### src/rtl/shadow_chain_rx_pkg.sv
// Shared types and width helpers for the shadow chain drain receiver.
package shadow_chain_rx_pkg;

  typedef enum logic [2:0] {
    IDLE,
    SEL,
    DUMP,
    FLUSH,
    DONE
  } state_t;

  function automatic int calc_idx_w(input int chains);
    return (chains > 1) ? $clog2(chains) : 1;
  endfunction

  function automatic int calc_nb_w(input int word_w);
    return $clog2(word_w) + 1;
  endfunction

endpackage

### src/rtl/shadow_chain_rx_fifo.sv
// Synchronous FIFO with wrap-bit pointers; head is visible combinationally, zeros when empty.
module shadow_chain_rx_fifo #(
  parameter int W     = 8,
  parameter int DEPTH = 4,
  localparam int AW   = $clog2(DEPTH)
) (
  input  logic          i_clk,
  input  logic          i_rst,
  input  logic          i_push,
  input  logic [W-1:0]  i_din,
  input  logic          i_pop,
  output logic [W-1:0]  o_dout,
  output logic          o_full,
  output logic          o_empty,
  output logic [AW:0]   o_free_cnt
);

  logic [W-1:0] r_mem [DEPTH];
  logic [AW:0]  r_wr_ptr;
  logic [AW:0]  r_rd_ptr;
  logic [AW:0]  w_count;
  logic         w_do_push;
  logic         w_do_pop;

  assign o_empty    = (r_wr_ptr == r_rd_ptr);
  assign o_full     = (r_wr_ptr[AW] != r_rd_ptr[AW]) && (r_wr_ptr[AW-1:0] == r_rd_ptr[AW-1:0]);
  assign w_do_pop   = i_pop & ~o_empty;
  // A push into a full FIFO still lands when the head leaves in the same cycle.
  assign w_do_push  = i_push & (~o_full | w_do_pop);
  assign w_count    = r_wr_ptr - r_rd_ptr;
  assign o_free_cnt = (AW+1)'(DEPTH) - w_count;
  assign o_dout     = o_empty ? '0 : r_mem[r_rd_ptr[AW-1:0]];

  always_ff @(posedge i_clk or posedge i_rst) begin
    if (i_rst) begin
      r_wr_ptr <= '0;
      r_rd_ptr <= '0;
    end else begin
      if (w_do_push) r_wr_ptr <= r_wr_ptr + (AW+1)'(1);
      if (w_do_pop)  r_rd_ptr <= r_rd_ptr + (AW+1)'(1);
    end
  end

  always_ff @(posedge i_clk) begin
    if (w_do_push) r_mem[r_wr_ptr[AW-1:0]] <= i_din;
  end

endmodule

### src/rtl/shadow_chain_rx.sv
// Drains shadow capture chains one at a time, packing serial bits into words for the debug host.
// Capture is frozen while a dump runs; the chain is throttled when fewer than two FIFO slots remain.
module shadow_chain_rx
  import shadow_chain_rx_pkg::*;
#(
  parameter int CHAINS     = 2,
  parameter int WORD_W     = 32,
  parameter int FIFO_DEPTH = 4,
  localparam int IDX_W     = calc_idx_w(CHAINS),
  localparam int NB_W      = calc_nb_w(WORD_W)
) (
  input  logic              i_sh_clk,
  input  logic              i_sh_rst,
  input  logic              i_start,
  input  logic [CHAINS-1:0] i_chain_mask,
  output logic              o_capture_en,
  output logic [CHAINS-1:0] o_dump_en,
  input  logic [CHAINS-1:0] i_ch_in,
  input  logic [CHAINS-1:0] i_ch_in_vld,
  input  logic [CHAINS-1:0] i_ch_in_done,
  output logic [WORD_W-1:0] o_out_data,
  output logic [IDX_W-1:0]  o_out_chain,
  output logic              o_out_last,
  output logic [NB_W-1:0]   o_out_nbits,
  output logic              o_out_vld,
  input  logic              i_out_rdy,
  output logic              o_busy,
  output logic              o_dump_done,
  output logic              o_ovf_err,
  input  logic              i_err_clr
);

  localparam int PTR_W = $clog2(WORD_W);
  localparam int FA_W  = $clog2(FIFO_DEPTH);

  typedef struct packed {
    logic [WORD_W-1:0] data;
    logic [IDX_W-1:0]  chain;
    logic              last;
    logic [NB_W-1:0]   nbits;
  } entry_t;

  state_t            r_state;
  state_t            w_state_nx;
  logic [CHAINS-1:0] r_rem;
  logic [CHAINS-1:0] w_rem_clr;
  logic [IDX_W-1:0]  r_idx;
  logic [IDX_W-1:0]  w_low_idx;
  logic [PTR_W-1:0]  r_bit_ptr;
  logic [WORD_W-1:0] r_word;
  logic [WORD_W-1:0] w_word_nx;
  logic              r_ovf;
  logic              w_bit_acc;
  logic              w_word_full;
  logic              w_push;
  logic              w_pop;
  logic              w_drop;
  logic              w_full;
  logic              w_empty;
  logic [FA_W:0]     w_free;
  entry_t            w_push_ent;
  entry_t            w_head;

  always_comb begin
    w_low_idx = '0;
    for (int i = CHAINS - 1; i >= 0; i--) begin
      if (r_rem[i]) w_low_idx = IDX_W'(i);
    end
  end

  assign w_rem_clr   = r_rem & ~(CHAINS'(1) << r_idx);
  assign w_pop       = ~w_empty & i_out_rdy;
  assign w_bit_acc   = (r_state == DUMP) & i_ch_in_vld[r_idx];
  assign w_word_full = w_bit_acc & (r_bit_ptr == PTR_W'(WORD_W - 1));

  always_comb begin
    w_word_nx = r_word;
    if (w_bit_acc) w_word_nx[r_bit_ptr] = i_ch_in[r_idx];
  end

  always_comb begin
    w_state_nx = r_state;
    w_push     = 1'b0;
    w_drop     = 1'b0;
    w_push_ent = '0;
    o_dump_en  = '0;
    case (r_state)
      IDLE:  if (i_start) w_state_nx = (|i_chain_mask) ? SEL : DONE;
      SEL:   w_state_nx = DUMP;
      DUMP: begin
        if (w_free > (FA_W+1)'(1)) o_dump_en[r_idx] = 1'b1;
        if (w_word_full) begin
          w_push_ent = '{data: w_word_nx, chain: r_idx, last: 1'b0, nbits: NB_W'(WORD_W)};
          if (~w_full | w_pop) w_push = 1'b1;
          else                 w_drop = 1'b1;
        end
        if (i_ch_in_done[r_idx]) w_state_nx = FLUSH;
      end
      FLUSH: begin
        // The terminator waits for space rather than being dropped.
        w_push_ent = '{data: r_word, chain: r_idx, last: 1'b1, nbits: NB_W'(r_bit_ptr)};
        if (~w_full | w_pop) begin
          w_push     = 1'b1;
          w_state_nx = (|w_rem_clr) ? SEL : DONE;
        end
      end
      DONE:    w_state_nx = IDLE;
      default: w_state_nx = IDLE;
    endcase
  end

  always_ff @(posedge i_sh_clk or posedge i_sh_rst) begin
    if (i_sh_rst) begin
      r_state   <= IDLE;
      r_rem     <= '0;
      r_idx     <= '0;
      r_bit_ptr <= '0;
      r_word    <= '0;
      r_ovf     <= 1'b0;
    end else begin
      r_state <= w_state_nx;
      if (r_state == IDLE && i_start && |i_chain_mask) r_rem <= i_chain_mask;
      if (r_state == SEL) begin
        r_idx     <= w_low_idx;
        r_bit_ptr <= '0;
        r_word    <= '0;
      end
      if (w_bit_acc) begin
        if (w_word_full) begin
          r_bit_ptr <= '0;
          r_word    <= '0;
        end else begin
          r_bit_ptr <= r_bit_ptr + PTR_W'(1);
          r_word    <= w_word_nx;
        end
      end
      if (r_state == FLUSH && w_push) r_rem <= w_rem_clr;
      if (w_drop)         r_ovf <= 1'b1;
      else if (i_err_clr) r_ovf <= 1'b0;
    end
  end

  shadow_chain_rx_fifo #(
    .W     ($bits(entry_t)),
    .DEPTH (FIFO_DEPTH)
  ) u_fifo (
    .i_clk      (i_sh_clk),
    .i_rst      (i_sh_rst),
    .i_push     (w_push),
    .i_din      (w_push_ent),
    .i_pop      (w_pop),
    .o_dout     (w_head),
    .o_full     (w_full),
    .o_empty    (w_empty),
    .o_free_cnt (w_free)
  );

  assign o_busy       = (r_state != IDLE);
  assign o_capture_en = ~o_busy;
  assign o_dump_done  = (r_state == DONE);
  assign o_ovf_err    = r_ovf;
  assign o_out_vld    = ~w_empty;
  assign o_out_data   = w_head.data;
  assign o_out_chain  = w_head.chain;
  assign o_out_last   = w_head.last;
  assign o_out_nbits  = w_head.nbits;

endmodule
### config.mk
export PLATFORM = sky130hd
export DESIGN_NAME = shadow_chain_rx
export DESIGN_NICKNAME = d
export VERILOG_FILES = /design/src/rtl/shadow_chain_rx_pkg.sv /design/src/rtl/shadow_chain_rx_fifo.sv /design/src/rtl/shadow_chain_rx.sv
export SDC_FILE = /design/constraint.sdc
export NUM_CORES = 1
export LEC_CHECK = 0
export ABC_AREA = 1
export CORE_ASPECT_RATIO = 1.5
export CORE_UTILIZATION = 40
export CTS_CLUSTER_SIZE = 10
export DETAILED_ROUTE_END_ITERATION = 10
export DONT_BUFFER_PORTS = 1
export GPL_TIMING_DRIVEN = 0
export PLACE_DENSITY = 0.65
export SLEW_MARGIN = 40
export SYNTH_ARGS = -nofsm -noshare
export SYNTH_HDL_FRONTEND = slang
export SYNTH_SLANG_ARGS = --single-unit
### constraint.sdc
create_clock -name i_sh_clk -period 4.47 [get_ports i_sh_clk]
set_clock_uncertainty 0.15 [all_clocks]
set_input_delay 0.894 -clock i_sh_clk [delete_from_list [all_inputs] [get_ports i_sh_clk]]
set_output_delay 0.894 -clock i_sh_clk [all_outputs]
set_load 0.01 [all_outputs]
# --- Word-level counts from Yosys, hierarchy flattened ---
# Memories as Yosys holds them, arrays and structs flattened.
# Index checks and enable logic that the tools add are counted.
# Widths: inputs -> output; s select.
classes:
  n_addsub: 5
  n_eq_ne: 11
  muxes: 43
  bitwise: 12
  n_lt_le_gt_ge: 5
  shift: 1
  n_reduce_logical: 14
op_table:
  columns: ["operator", "count"]
  rows:
  - ["$mux 32", 4]
  - ["$mux 40", 2]
  - ["$pmux 40 s2", 1]
  - ["$bwmux 32", 1]
  - ["$mux 1", 19]
  - ["$mux 3", 5]
  - ["$mux 5", 3]
  - ["$pmux 3 s4", 1]
  - ["$mux 2", 4]
  - ["$add 3x1->3 const B", 2]
  - ["$eq 3x2->1 const B", 2]
  - ["$logic_and 1x1->1", 6]
  - ["$lt 5x6->1 const B", 1]
  - ["$reduce_bool 2->1", 3]
  - ["$add 5x1->5 const B", 1]
  - ["$and 1x1->1", 5]
  - ["$demux 1 s5", 1]
  - ["$eq 5x5->1 const B", 1]
  - ["$ge 5x1->1 const B", 1]
  - ["$ne 2x2->1 const B", 2]
  - ["$reduce_or 2->1", 2]
  - ["$eq 3x1->1 const B", 1]
  - ["$eq 3x3->1", 1]
  - ["$eq 3x3->1 const B", 1]
  - ["other kinds (18)", 21]
word_totals:
  out_inout_bits: 47
  ramBits: 160
  reg_bits: 50
  inputBits: 13
  n_memories: 1
memory_table:
  columns: ["memory", "words", "word_bits", "rd", "rd_ports_with_merged_regs", "wr", "line_no", "rtl"]
  rows:
  - ["u_fifo.r_mem", 4, 40, 1, 0, 1, "shadow_chain_rx_fifo.sv:18", "logic [W-1:0] r_mem [DEPTH];"]

# --- Logic depth before layout (Yosys ltp) ---
logic_depth:
  word_depth: 10
  ltp_mapped: 12
  mapped_depth_nobuf: 10

# --- By module ---
# Synthesis repeated with hierarchy kept, for this count alone.
hier_totals:
  hier_cells: 1150
  area_unflattened_um2: 10446.3
modules_own_cells:
  columns: ["module", "area_each_um2", "cells_each", "n_inst"]
  rows:
  - ["shadow_chain_rx_fifo", 6862.8, 536, 1]
  - ["shadow_chain_rx", 3583.4, 614, 1]

# --- Least setup slack after synthesis ---
# No wires, ideal clock.
synth_timing:
  kind: "reg2reg"
  from: "register u_fifo.r_rd_ptr[0]"
  to: "memory u_fifo.r_mem[0][0] (netlist bit), enable pin"
  required_ns: 3.883
  slack_ns: 0.622
  n_path_buf: 2
  t_arrival_ns: 3.261
  stages_incl_launch_ff: 10
  path_cell_list: "dfrtp_1 > buf_2 > inv_2 > clkbuf_1 > ha_1 > nand2_1 > nor2_1 > nand2_1 > nand2_2 > nor2_1"
synth_via:
  elab_chain_cells: 10
  elab_cells_between_ends: 15
  classes_between: "2 x eq/ne; 5 x mux; 7 x bitwise; 1 x reduce/logical"
synth_rtl:
  columns: ["item", "line_no", "rtl"]
  rows:
  - ["start, declared", "shadow_chain_rx_fifo.sv:20", "logic [AW:0] r_rd_ptr;"]
  - ["start signal, assigned", "shadow_chain_rx_fifo.sv:40", "if (w_do_pop) r_rd_ptr <= r_rd_ptr + (AW+1)'(1);"]
  - ["$eq 3x3->1 / $eq 2x2->1 (equally long branches)", "shadow_chain_rx_fifo.sv:25, shadow_chain_rx_fifo.sv:26", null]
  - ["$not 1->1 / $logic_and 1x1->1 (equally long branches)", "shadow_chain_rx_fifo.sv:27, shadow_chain_rx.sv:72, shadow_chain_rx_fifo.sv:26", null]
  - ["$and 1x1->1 / $not 1->1 (equally long branches)", null, null]
  - ["$or 1x1->1", "shadow_chain_rx.sv:94, shadow_chain_rx.sv:102", null]
  - ["$mux 1", "shadow_chain_rx.sv:94, shadow_chain_rx.sv:102", null]
  - ["$mux 1", "shadow_chain_rx.sv:92", "if (w_word_full) begin"]
  - ["$pmux 1 s2", "shadow_chain_rx.sv:87", "case (r_state)"]
  - ["$and 1x1->1 (*)", "shadow_chain_rx_fifo.sv:29", "assign w_do_push = i_push & (~o_full | w_do_pop);"]
  - ["$mux 1 (*)", "shadow_chain_rx_fifo.sv:45", "if (w_do_push) r_mem[r_wr_ptr[AW-1:0]] <= i_din;"]
  - ["$mux 1 (not written as such) (*)", "shadow_chain_rx_fifo.sv:45", null]
  - ["end, declared", "shadow_chain_rx_fifo.sv:18", null]
# Mark *: on every way between the ends. The rest lies on a longest branch, timed or not.

# --- Worst setup path in the final report ---
layout_timing:
  from: "register u_fifo.r_rd_ptr[0]"
  to: "output o_out_chain"
layout_via:
  elab_chain_cells: 2
  elab_cells_between_ends: 3
  classes_between: "1 x eq/ne; 1 x mux; 1 x memory"
layout_rtl:
  columns: ["item", "line_no", "rtl"]
  rows:
  - ["$mem_v2 4x40 / $eq 3x3->1 (equally long branches)", null, null]
  - ["$mux 40 (*)", "shadow_chain_rx_fifo.sv:32", "assign o_dout = o_empty ? '0 : r_mem[r_rd_ptr[AW-1:0]];"]
  - ["end, declared", "shadow_chain_rx.sv:22", "output logic [IDX_W-1:0] o_out_chain,"]
# Marked as above.

==> flow_metrics.env <==
export IMPL_nets=1216
export IMPL_grt_pass1_wl_um=41200
export IMPL_layout_common_cells="nand2_1 (316), nor2_1 (180), edfxtp_1 (160)"
export IMPL_rows=71
export IMPL_seq_area_frac_synth=0.586
export IMPL_cts_tree="built"
export IMPL_synthesis_nets=1179
export IMPL_die_h_um=199
export IMPL_max_freq_ghz=0.244
export IMPL_drive_gt1_frac=0.0903
export IMPL_slowest_stage="clkbuf_1"
export IMPL_layout_commonest_cell="nand2_1"
export IMPL_fin_tns_setup_ns=0
export IMPL_holdCritPathClass="input pin to asynchronous set/reset pin"
export IMPL_numClockSinks=210
export IMPL_clk_pin_slew_ns=0.06
export IMPL_drv_cap=0
export IMPL_critPathMaxStageDelay_ns=0.47
export IMPL_drv_slew=0
export IMPL_ys_ff_latch=210
export IMPL_cts_buffer_depth=3
export IMPL_htree_levels=1
export IMPL_synth_cell_types=32
export IMPL_finalSetupViolCount=0
export IMPL_cp_end_kind="primary output"
export IMPL_synth_area_per_cell_um2=8.96
export IMPL_areaGrowthSynthToFinish_pct=12.7
export IMPL_vias=7977
export IMPL_dpl_hpwl_um=17800
export IMPL_antenna_found_initial=0
export IMPL_stdcell_area_mm2=0.0117
export IMPL_p_per_area_mw_per_mm2=660
export IMPL_worstSetupStartpointType="flop"
export IMPL_crit_type="flop to primary output"
export IMPL_wl_per_cell_um=17.0
export IMPL_place_ws_ns=0.823
export IMPL_power_frac_clock=0.231
export IMPL_peakVddDrop_mv=0.293
export IMPL_p_switching_mw=3.29
export IMPL_critPathMostFrequentCell="buf_2"
export IMPL_timing_critical_path_cells="buf_2 -> inv_2 -> clkbuf_1 -> ha_1 -> nand2_1 -> nor2_2 -> buf_2 -> a21oi_1"
export IMPL_antenna_cells=0
export IMPL_p_seq_frac=0.341
export IMPL_fp_dieW_um=133
export IMPL_netlist_area_leader_share=0.465
export IMPL_io_buffers=0
export IMPL_cts_hold_buf=0
export IMPL_die_area_mm2=0.0265
export IMPL_fillCellCount=2370
export IMPL_cts_repair_resized=0
export IMPL_cts_root_buf="clkbuf_16"
export IMPL_critPathArrivalTime_ns=3.05
export IMPL_synthesis_instances=1153
export IMPL_p_leak_nw=4.78
export IMPL_hold_viol=0
export IMPL_yosysTopAreaCell="edfxtp_1"
export IMPL_p_int_mw=4.41
export IMPL_reg2reg_from="u_fifo.r_rd_ptr[0]"
export IMPL_synth_area_leaders="edfxtp_1 (46%), dfrtp_1 (12%), nand2_1 (11%)"
export IMPL_drc=0
export IMPL_clkLatencyLatePin_ns=0.52
export IMPL_syn_area_mm2=0.0103
export IMPL_worst_pin_slew_ns=0.768
export IMPL_outcome="completed"
export IMPL_p_total_mw=7.69
export IMPL_comb_power_share=0.428
export IMPL_cp_max_fo=10
export IMPL_p_sw_frac=0.427
export IMPL_rsz0062_at_grt="no"
export IMPL_core_mm2=0.0252
export IMPL_dr_pass1_iters=6
export IMPL_numCtsBuffers=24
export IMPL_cts_setup_buffers=0
export IMPL_num_io_pins=60
export IMPL_place_congestion=0.904
export IMPL_grt_max_degree=37
export IMPL_wl_um=26100
export IMPL_grt_pass1_vias=7521
export IMPL_min_period_over_period=0.917
export IMPL_ant_nets=0
export IMPL_start_util=0.410
export IMPL_slew_headroom=0.488
export IMPL_placed_cell_area_mm2=0.0110
export IMPL_crit_start="u_fifo.r_rd_ptr[0]"
export IMPL_grtUsageTotal=0.201
export IMPL_min_period_ns=4.10
export IMPL_yosysWarnings=0
export IMPL_grt_overflow_total=0
export IMPL_required_ns=3.43
export IMPL_avgViaCountPerCell=5.20
export IMPL_fin_ws_ns=0.373
export IMPL_initialDrtViolationCount=690
## power by group through the flow
stage	clock, mW	combinational (mW)	sequential, mW
final	1.78	3.30	2.62
after global routing	1.87	3.66	2.66
after CTS	1.79	3.32	2.62
after detailed placement	0	3.31	2.66
after global placement	0	3.19	2.67
after floorplan	0	2.38	2.63
## flip-flops by register name (all words and copies together), names as in the netlist
signal	cells
o_ovf_err	1
r_bit_ptr	5
r_state	3
u_fifo.r_wr_ptr	3
r_rem	2
r_word	32
r_idx	1
u_fifo.r_rd_ptr	3
u_fifo.r_mem	160
## synthesized netlist by cell type
library cell and instances:
a21oi_1 42, and2_1 1, buf_1 3, buf_2 21
buf_4 16, buf_6 3, clkbuf_1 21, dfrtp_1 50
edfxtp_1 160, ha_1 13, inv_1 68, inv_2 9
inv_4 1, nand2_1 316, nand2_2 3, nand2_4 3
nand2_8 1, nand3_1 109, nand3_4 1, nand3b_1 1
nand4_1 12, nor2_1 184, nor2_2 5, nor2_8 3
o21ai_0 62, o21ai_1 32, o21ai_2 1, o22ai_1 4
o31ai_1 1, or2_2 1, xnor2_1 2, xor2_1 4
## stage by stage
step / utilization / hold slack, ns / cells
3_5_place_dp: 0.434 / 0.342 / 1492
4_1_cts: 0.462 / 0.0314 / 1535
6_report: 0.462 / 0.0300 / 1535
3_3_place_gp: 0.426 / 0.335 / 1481
5_1_grt: 0.462 / 0.0420 / 1535
2_1_floorplan: - / 0.305 / 1153
## critical path: cells and delay by family, from the launching register on
kind	cells	cell delay, ns
DFF	1	0.38
and+or+nand+nor	2	0.51
AOI/OAI and AO/OA	1	0.16
buffers and inverters	4	1.24
adders and majority gates	1	0.22
## path summary, 6_finish.rpt
| kind | to | slack [ns] | depth (start not counted) |
|---|---|---|---|
| worst max-delay path | o_out_chain | 0.37 | 8 |
| worst min-delay path | r_word[15] | 0.03 | 1 |
| worst max register to register | u_fifo.r_mem[1][25] | 0.87 | 11 |
| worst min register to register | r_idx | 0.35 | 1 |
| max in group asynchronous | r_bit_ptr[2] | 3.66 | 2 |
| min in group i_sh_clk | o_ovf_err | 0.34 | 1 |
## final cells by class
type                            count  area (um^2)  share of cell area
Tap cell                          328          410              0.0352
Inverter                           78          298              0.0256
Buffer                             64          349              0.0300
Multi-Input combinational cell    801         3670               0.315
Sequential cell                   210         6060               0.520
Clock buffer                       43          693              0.0595
Timing Repair Buffer               11          179              0.0154
## per-layer routing
layer | global-route usage | vias up | routed length, um
li1 | - | 3883 | -
met1 | 0.239 | 3763 | 10200
met2 | 0.359 | 265 | 13200
met3 | 0.0194 | 66 | 1330
met4 | 0.105 | 0 | 1330
met5 | 0 | - | 0
## kinds of logic (layout without fill, tap and decap cells)
family / after synthesis / count (layout) / share of synthesized area
AO/OA/AOI/OAI: 142 / 142 / 0.0698
adder cells (fa/ha/maj): 13 / 13 / 0.0157
flip-flops: 210 / 210 / 0.586
buffers and inverters: 142 / 196 / 0.0623
AND/OR/NAND/NOR: 640 / 640 / 0.261
XOR/XNOR: 6 / 6 / 0.00508
Note: power is estimated with default switching activity, not from simulation.
